**config.mk**
```make
export PLATFORM = sky130hd
export DESIGN_NAME = irq_ctrl
export DESIGN_NICKNAME = d
export VERILOG_FILES = /design/src/rtl/irq_pkg.sv /design/src/rtl/irq_ctrl_prio_enc.sv /design/src/rtl/irq_ctrl.sv
export SDC_FILE = /design/constraint.sdc
export NUM_CORES = 1
export LEC_CHECK = 0
export CORE_MARGIN = 5
export CORE_UTILIZATION = 42
export DETAILED_ROUTE_END_ITERATION = 7
export PLACE_DENSITY = 0.95
export SETUP_SLACK_MARGIN = 0.05
export SKIP_LAST_GASP = 1
export SYNTH_ARGS = -nofsm -noshare
export SYNTH_HDL_FRONTEND = slang
export SYNTH_SLANG_ARGS = --single-unit
```
**constraint.sdc**
```tcl
create_clock -name clk -period 3.2 [get_ports clk]
set_input_delay 0.32 -clock clk [delete_from_list [all_inputs] [get_ports clk]]
set_output_delay 0.32 -clock clk [all_outputs]
set_load 0.02 [all_outputs]
```
**src/rtl/irq_pkg.sv**
```systemverilog
// Shared definitions for the interrupt controller: register offsets,
// source-count limits and the claim record layout.
package irq_pkg;

    localparam int N_SRC_MAX = 16;
    localparam int ID_W      = 5;

    localparam logic [2:0] REG_PENDING  = 3'd0;
    localparam logic [2:0] REG_MASK     = 3'd1;
    localparam logic [2:0] REG_MODE     = 3'd2;
    localparam logic [2:0] REG_CLAIM    = 3'd3;
    localparam logic [2:0] REG_COMPLETE = 3'd4;

    typedef struct packed {
        logic            valid;
        logic [ID_W-1:0] id;
    } claim_t;

    // CLAIM register read layout: valid in bit 31, id in the low bits.
    function automatic logic [31:0] claim_word(input claim_t c);
        return {c.valid, 26'b0, c.id};
    endfunction

endpackage

```
**src/rtl/irq_ctrl_prio_enc.sv**
```systemverilog
// Lowest-set-bit finder. Index 0 is the highest priority, so the
// lowest set bit is the winner. o_idx is 0 when nothing is set.
module prio_enc #(
    parameter int W = 6
) (
    input  logic [W-1:0] i_vec,
    output logic         o_found,
    output logic [4:0]   o_idx
);

    // Scan from the top down so the lowest set index is the last one written.
    always_comb begin
        o_found = 1'b0;
        o_idx   = 5'd0;
        for (int i = W - 1; i >= 0; i--) begin
            if (i_vec[i]) begin
                o_found = 1'b1;
                o_idx   = 5'(i);
            end
        end
    end

endmodule

```
**src/rtl/irq_ctrl.sv**
```systemverilog
// Interrupt controller: per-source edge/level capture, masking, fixed
// priority with nesting through an in-service vector, and a small
// memory-mapped window for software claim/complete.
module irq_ctrl
    import irq_pkg::*;
#(
    parameter int N_SRC = 6
) (
    input  logic             clk,
    input  logic             reset,
    input  logic [31:2]      Addr,
    input  logic             WE,
    input  logic [31:0]      Din,
    output logic [31:0]      Dout,
    input  logic [N_SRC-1:0] src,
    output logic             irq
);

    logic [N_SRC-1:0] r_src_q;
    logic [N_SRC-1:0] r_pending;
    logic [N_SRC-1:0] r_mask;
    logic [N_SRC-1:0] r_mode;
    logic [N_SRC-1:0] r_isr;
    claim_t           r_last_claim;

    logic             w_isr_found;
    logic [4:0]       w_isr_idx;
    logic [4:0]       w_cur;
    logic [N_SRC-1:0] w_eligible;
    logic             w_el_found;
    logic [4:0]       w_el_idx;

    logic             w_wr_pending;
    logic             w_wr_mask;
    logic             w_wr_mode;
    logic             w_wr_claim;
    logic             w_wr_complete;
    logic             w_claim_hit;

    logic [N_SRC-1:0] w_claim_onehot;
    logic [N_SRC-1:0] w_complete_onehot;
    logic [N_SRC-1:0] w_rise;
    logic [N_SRC-1:0] w_clr;
    logic [N_SRC-1:0] w_pending_next;
    logic [N_SRC-1:0] w_isr_next;

    // Address bits above the decoded window and data bits above the
    // source count carry no meaning here.
    logic w_unused_bits;
    assign w_unused_bits = ^{Addr[31:5], Din[31:N_SRC]};

    // Current service level: the highest-priority source being serviced.
    prio_enc #(.W(N_SRC)) u_cur_enc (
        .i_vec   (r_isr),
        .o_found (w_isr_found),
        .o_idx   (w_isr_idx)
    );
    assign w_cur = w_isr_found ? w_isr_idx : 5'(N_SRC);

    // Winner among sources allowed to preempt the current level.
    prio_enc #(.W(N_SRC)) u_claim_enc (
        .i_vec   (w_eligible),
        .o_found (w_el_found),
        .o_idx   (w_el_idx)
    );

    assign w_wr_pending  = WE && (Addr[4:2] == REG_PENDING);
    assign w_wr_mask     = WE && (Addr[4:2] == REG_MASK);
    assign w_wr_mode     = WE && (Addr[4:2] == REG_MODE);
    assign w_wr_claim    = WE && (Addr[4:2] == REG_CLAIM);
    assign w_wr_complete = WE && (Addr[4:2] == REG_COMPLETE);
    assign w_claim_hit   = w_wr_claim && w_el_found;

    assign w_rise = src & ~r_src_q;

    generate
        for (genvar gi = 0; gi < N_SRC; gi++) begin : g_src
            // Only strictly higher-priority sources may nest above the current level.
            assign w_eligible[gi] = r_pending[gi] & r_mask[gi] & ~r_isr[gi]
                                    & (5'(gi) < w_cur);

            assign w_claim_onehot[gi]    = w_claim_hit && (w_el_idx == 5'(gi));
            // Ids at or beyond N_SRC match no bit, so they are dropped naturally.
            assign w_complete_onehot[gi] = w_wr_complete && (Din[4:0] == 5'(gi));

            assign w_clr[gi] = (w_wr_pending & Din[gi]) | w_claim_onehot[gi];

            // Edge mode: a new edge beats a same-cycle clear. Level mode tracks src.
            assign w_pending_next[gi] = r_mode[gi]
                                      ? (w_rise[gi] | (r_pending[gi] & ~w_clr[gi]))
                                      : src[gi];
        end
    endgenerate

    // Claim and complete cannot coincide (one register write per cycle).
    assign w_isr_next = (r_isr | w_claim_onehot) & ~w_complete_onehot;

    assign irq = |w_eligible;

    // Register state: sampling, software writes, claim/complete bookkeeping.
    always_ff @(posedge clk) begin
        if (reset) begin
            r_src_q      <= '0;
            r_pending    <= '0;
            r_mask       <= '0;
            r_mode       <= '1;
            r_isr        <= '0;
            r_last_claim <= '0;
        end else begin
            r_src_q   <= src;
            r_pending <= w_pending_next;
            r_isr     <= w_isr_next;
            if (w_wr_mask) begin
                r_mask <= Din[N_SRC-1:0];
            end
            if (w_wr_mode) begin
                r_mode <= Din[N_SRC-1:0];
            end
            if (w_wr_claim) begin
                r_last_claim.valid <= w_el_found;
                r_last_claim.id    <= w_el_found ? w_el_idx : 5'd0;
            end
        end
    end

    // Read mux over the register window; unused offsets read zero.
    always_comb begin
        Dout = 32'd0;
        case (Addr[4:2])
            REG_PENDING:  Dout = 32'(r_pending);
            REG_MASK:     Dout = 32'(r_mask);
            REG_MODE:     Dout = 32'(r_mode);
            REG_CLAIM:    Dout = claim_word(r_last_claim);
            REG_COMPLETE: Dout = 32'(r_isr);
            default:      Dout = 32'd0;
        endcase
    end

endmodule

```
==> flow_metrics.env, run 1 <==
export IMPL_io_buffer_count=25
export IMPL_rows=24
export IMPL_dp_hpwl_mm=3.48
export IMPL_ir_worst_vdd_v=0.000189
export IMPL_wl_mm=4.74
export IMPL_max_clock_freq_mhz=367
export IMPL_htree_levels=2
export IMPL_layout_drive_gt1_share=0.0654
export IMPL_critical_path_most_common_cell="clkdlybuf4s50_1"
export IMPL_post_place_ws_ns=0.511
export IMPL_chipWidth_um=78.4
export IMPL_grt_setup_unrepaired="no"
export IMPL_cp_required_ns=2.88
export IMPL_finalMaxSlewViolations=0
export IMPL_hold_path_class="flop to flop"
export IMPL_power_density_mw_per_mm2=399
export IMPL_maxCapViolCount=0
export IMPL_hold_viol=0
export IMPL_clkTransAtPathRegs_ns=0.06
export IMPL_synthAdderAreaFrac=0
export IMPL_gp_congestion=0.932
export IMPL_ys_ff_latch=34
export IMPL_cts_buffer_depth=2
export IMPL_synth_compound_area_share=0.176
export IMPL_worstMarginPinSlew_ns=0.697
export IMPL_critical_path_top_delay_family="buffers and inverters"
export IMPL_outcome="finished, final reports clean"
export IMPL_syn_to_final_growth_pct=15.2
export IMPL_yosys_area_share_simple=0.245
export IMPL_syn_mean_instance_area_sq_um=8.47
export IMPL_netlist_area_leader_share=0.346
export IMPL_vias=1746
export IMPL_finalSetupTns_ns=0
export IMPL_drt_initial_drc_count=273
export IMPL_p_leak_nw=0.906
export IMPL_synth_seq_area_share=0.346
export IMPL_cts_buffers_inserted=5
export IMPL_crit_type="input pin to output port"
export IMPL_grt_usage=0.160
export IMPL_slowest_stage="clkdlybuf4s50_1"
export IMPL_synth_xor_area_frac=0
export IMPL_cp_num_buf_inv=2
export IMPL_fin_util=0.509
export IMPL_antenna_cells=0
export IMPL_die_area_sq_mm=0.00614
export IMPL_end_kind="output port"
export IMPL_start_util=0.442
export IMPL_clockRootBuffer="clkbuf_8"
export IMPL_synthTopCellsByArea="dfxtp_1, mux2i_1, buf_4"
export IMPL_yosys_warnings=0
export IMPL_clk_latency_ns=0.29
export IMPL_wire_per_inst_um=15.2
export IMPL_critPathMaxStageDelay_ns=0.92
export IMPL_holdBufCountCts=0
export IMPL_setup_violations_final=0
export IMPL_grt_pass1_wl_mm=7.73
export IMPL_ys_types=50
export IMPL_rrSetupSlack_ns=1.45
export IMPL_post_cts_repair_setup_buffers=0
export IMPL_min_period_ns=2.72
export IMPL_timing_final_crit_share=0.851
export IMPL_critical_path_cell_chain="clkdlybuf4s50_1, nor2b_1, a21oi_1, o21ai_0, clkdlybuf4s50_1"
export IMPL_ant_nets=0
export IMPL_synth_edf_count=0
export IMPL_routed_via_density=5.60
export IMPL_relSlewSlack=0.534
export IMPL_critPathMaxFanout=18
export IMPL_cts_resized=0
export IMPL_overflow=0
export IMPL_synth_area_sq_mm=0.00196
export IMPL_design_core_area_sq_mm=0.00444
export IMPL_grt_max_degree=25
export IMPL_cts_sinks=34
export IMPL_synthFlopType="dfxtp_1"
export IMPL_nNetsFinal=331
export IMPL_die_h_um=78.4
export IMPL_first_pass_iters=4
export IMPL_cp_start_kind="input pin"
export IMPL_critPathArrivalTime_ns=2.40
export IMPL_synth_top_family_by_area="simple AND/OR/NAND/NOR gates"
export IMPL_cts_tree="done"
export IMPL_async_reset_ff_frac=0
export IMPL_grt_pass1_vias=1619
export IMPL_synth_area_mux_share=0.108
export IMPL_antenna_found_initial=0
export IMPL_io_pins=104
export IMPL_setup_ws_ns=0.476
export IMPL_drc=0
export IMPL_hold_slack_ns=0.486
export IMPL_postSynthCellCount=232
export IMPL_yosysTopAreaCell="dfxtp_1"
export IMPL_fin_skew_ns=0.00574
## final cells by class
cell class	instances	area (sq um)
Inverter	3	11.3
Tap cell	52	65.1
Fill cell	418	2180
Multi-Input combinational cell	185	1130
Timing Repair Buffer	31	295
Sequential cell	34	681
Clock buffer	7	76.3
## through the flow
stage                     instances  total power [W]  instance area [sq um]
final                           312         0.000902                   2260
after global placement          305         0.000610                   2190
after global routing            312         0.000943                   2260
after floorplan                 256         0.000578                   2050
after CTS                       312         0.000907                   2260
after detailed placement        305         0.000613                   2190
## per-layer routing
layer / GRT usage / routed length (um) / vias to the layer above
met1: 0.211 / 2030 / 792
met5: 0 / 0 / -
met3: 0.0492 / 557 / 8
li1: - / - / 845
met4: 0.0682 / 59 / 0
met2: 0.243 / 2100 / 101
## tightest hold or removal path, delay by kind of cell (launching register included)
kind	cells	cell delay [ns]
simple gates	1	0.05
compound gates	1	0.11
flops	1	0.30
## synthesized netlist by cell type, drive strengths merged (3+ instances only)
cell / count
a211oi: 4
a21o: 3
a21oi: 8
a31oi: 8
and2: 3
buf: 32
dfxtp: 34
inv: 3
mux2i: 19
nand2: 30
nand3: 4
nand4: 3
nor2: 21
nor2b: 8
nor3: 4
o211a: 3
o21ai: 7
## registers in the layout, indices dropped and copies added, names as in the netlist
register	cells
r_isr	6
r_last_claim	4
r_mask	6
r_mode	6
r_pending	6
r_src_q	6
## final timing paths
check,to,startpoint,cells past startpoint
max,Dout[3],Addr[4],5
min,r_pending[0]$_SDFF_PP0_,r_src_q[0]$_SDFF_PP0_,2
max reg2reg,r_isr[2]$_SDFF_PP0_,r_isr[4]$_SDFF_PP0_,4
min reg2reg,r_pending[0]$_SDFF_PP0_,r_src_q[0]$_SDFF_PP0_,2
## power by group
part	internal (W)	switching, W
combinational	0.0000626	0.0000926
sequential	0.000439	0.0000119
clock	0.000150	0.000146
## cell families (layout without fill, tap and decap cells)
logic type / after synthesis / after routing
buffers and inverters: 37 / 41
multiplexers: 20 / 20
flip-flops: 34 / 34
other: 1 / 25
AND/OR/NAND/NOR: 91 / 91
AO/OA/AOI/OAI: 49 / 49
## layout by cell type (no fill, tap or decap), types with 4 or more instances in the layout
| cell type | n |
|---|---|
| nor3_1 | 4 |
| buf_4 | 6 |
| o21ai_0 | 7 |
| nor2b_1 | 8 |
| clkdlybuf4s50_1 | 25 |
| a31oi_1 | 8 |
| nand2_1 | 30 |
| conb_1 | 25 |
| nand3_1 | 4 |
| clkbuf_8 | 5 |
| dfxtp_1 | 34 |
| a21oi_1 | 8 |
| nor2_1 | 21 |
| mux2i_1 | 19 |
(Power assumes the default switching activity.)
==> run 2, diff against run 1 <==
CTS_CLUSTER_DIAMETER = 60   (was unset)
SLEW_MARGIN = 20   (was unset)
==> results of run 2 <==
Same layout as run 1: the final DEF is identical, and so are final timing and power.
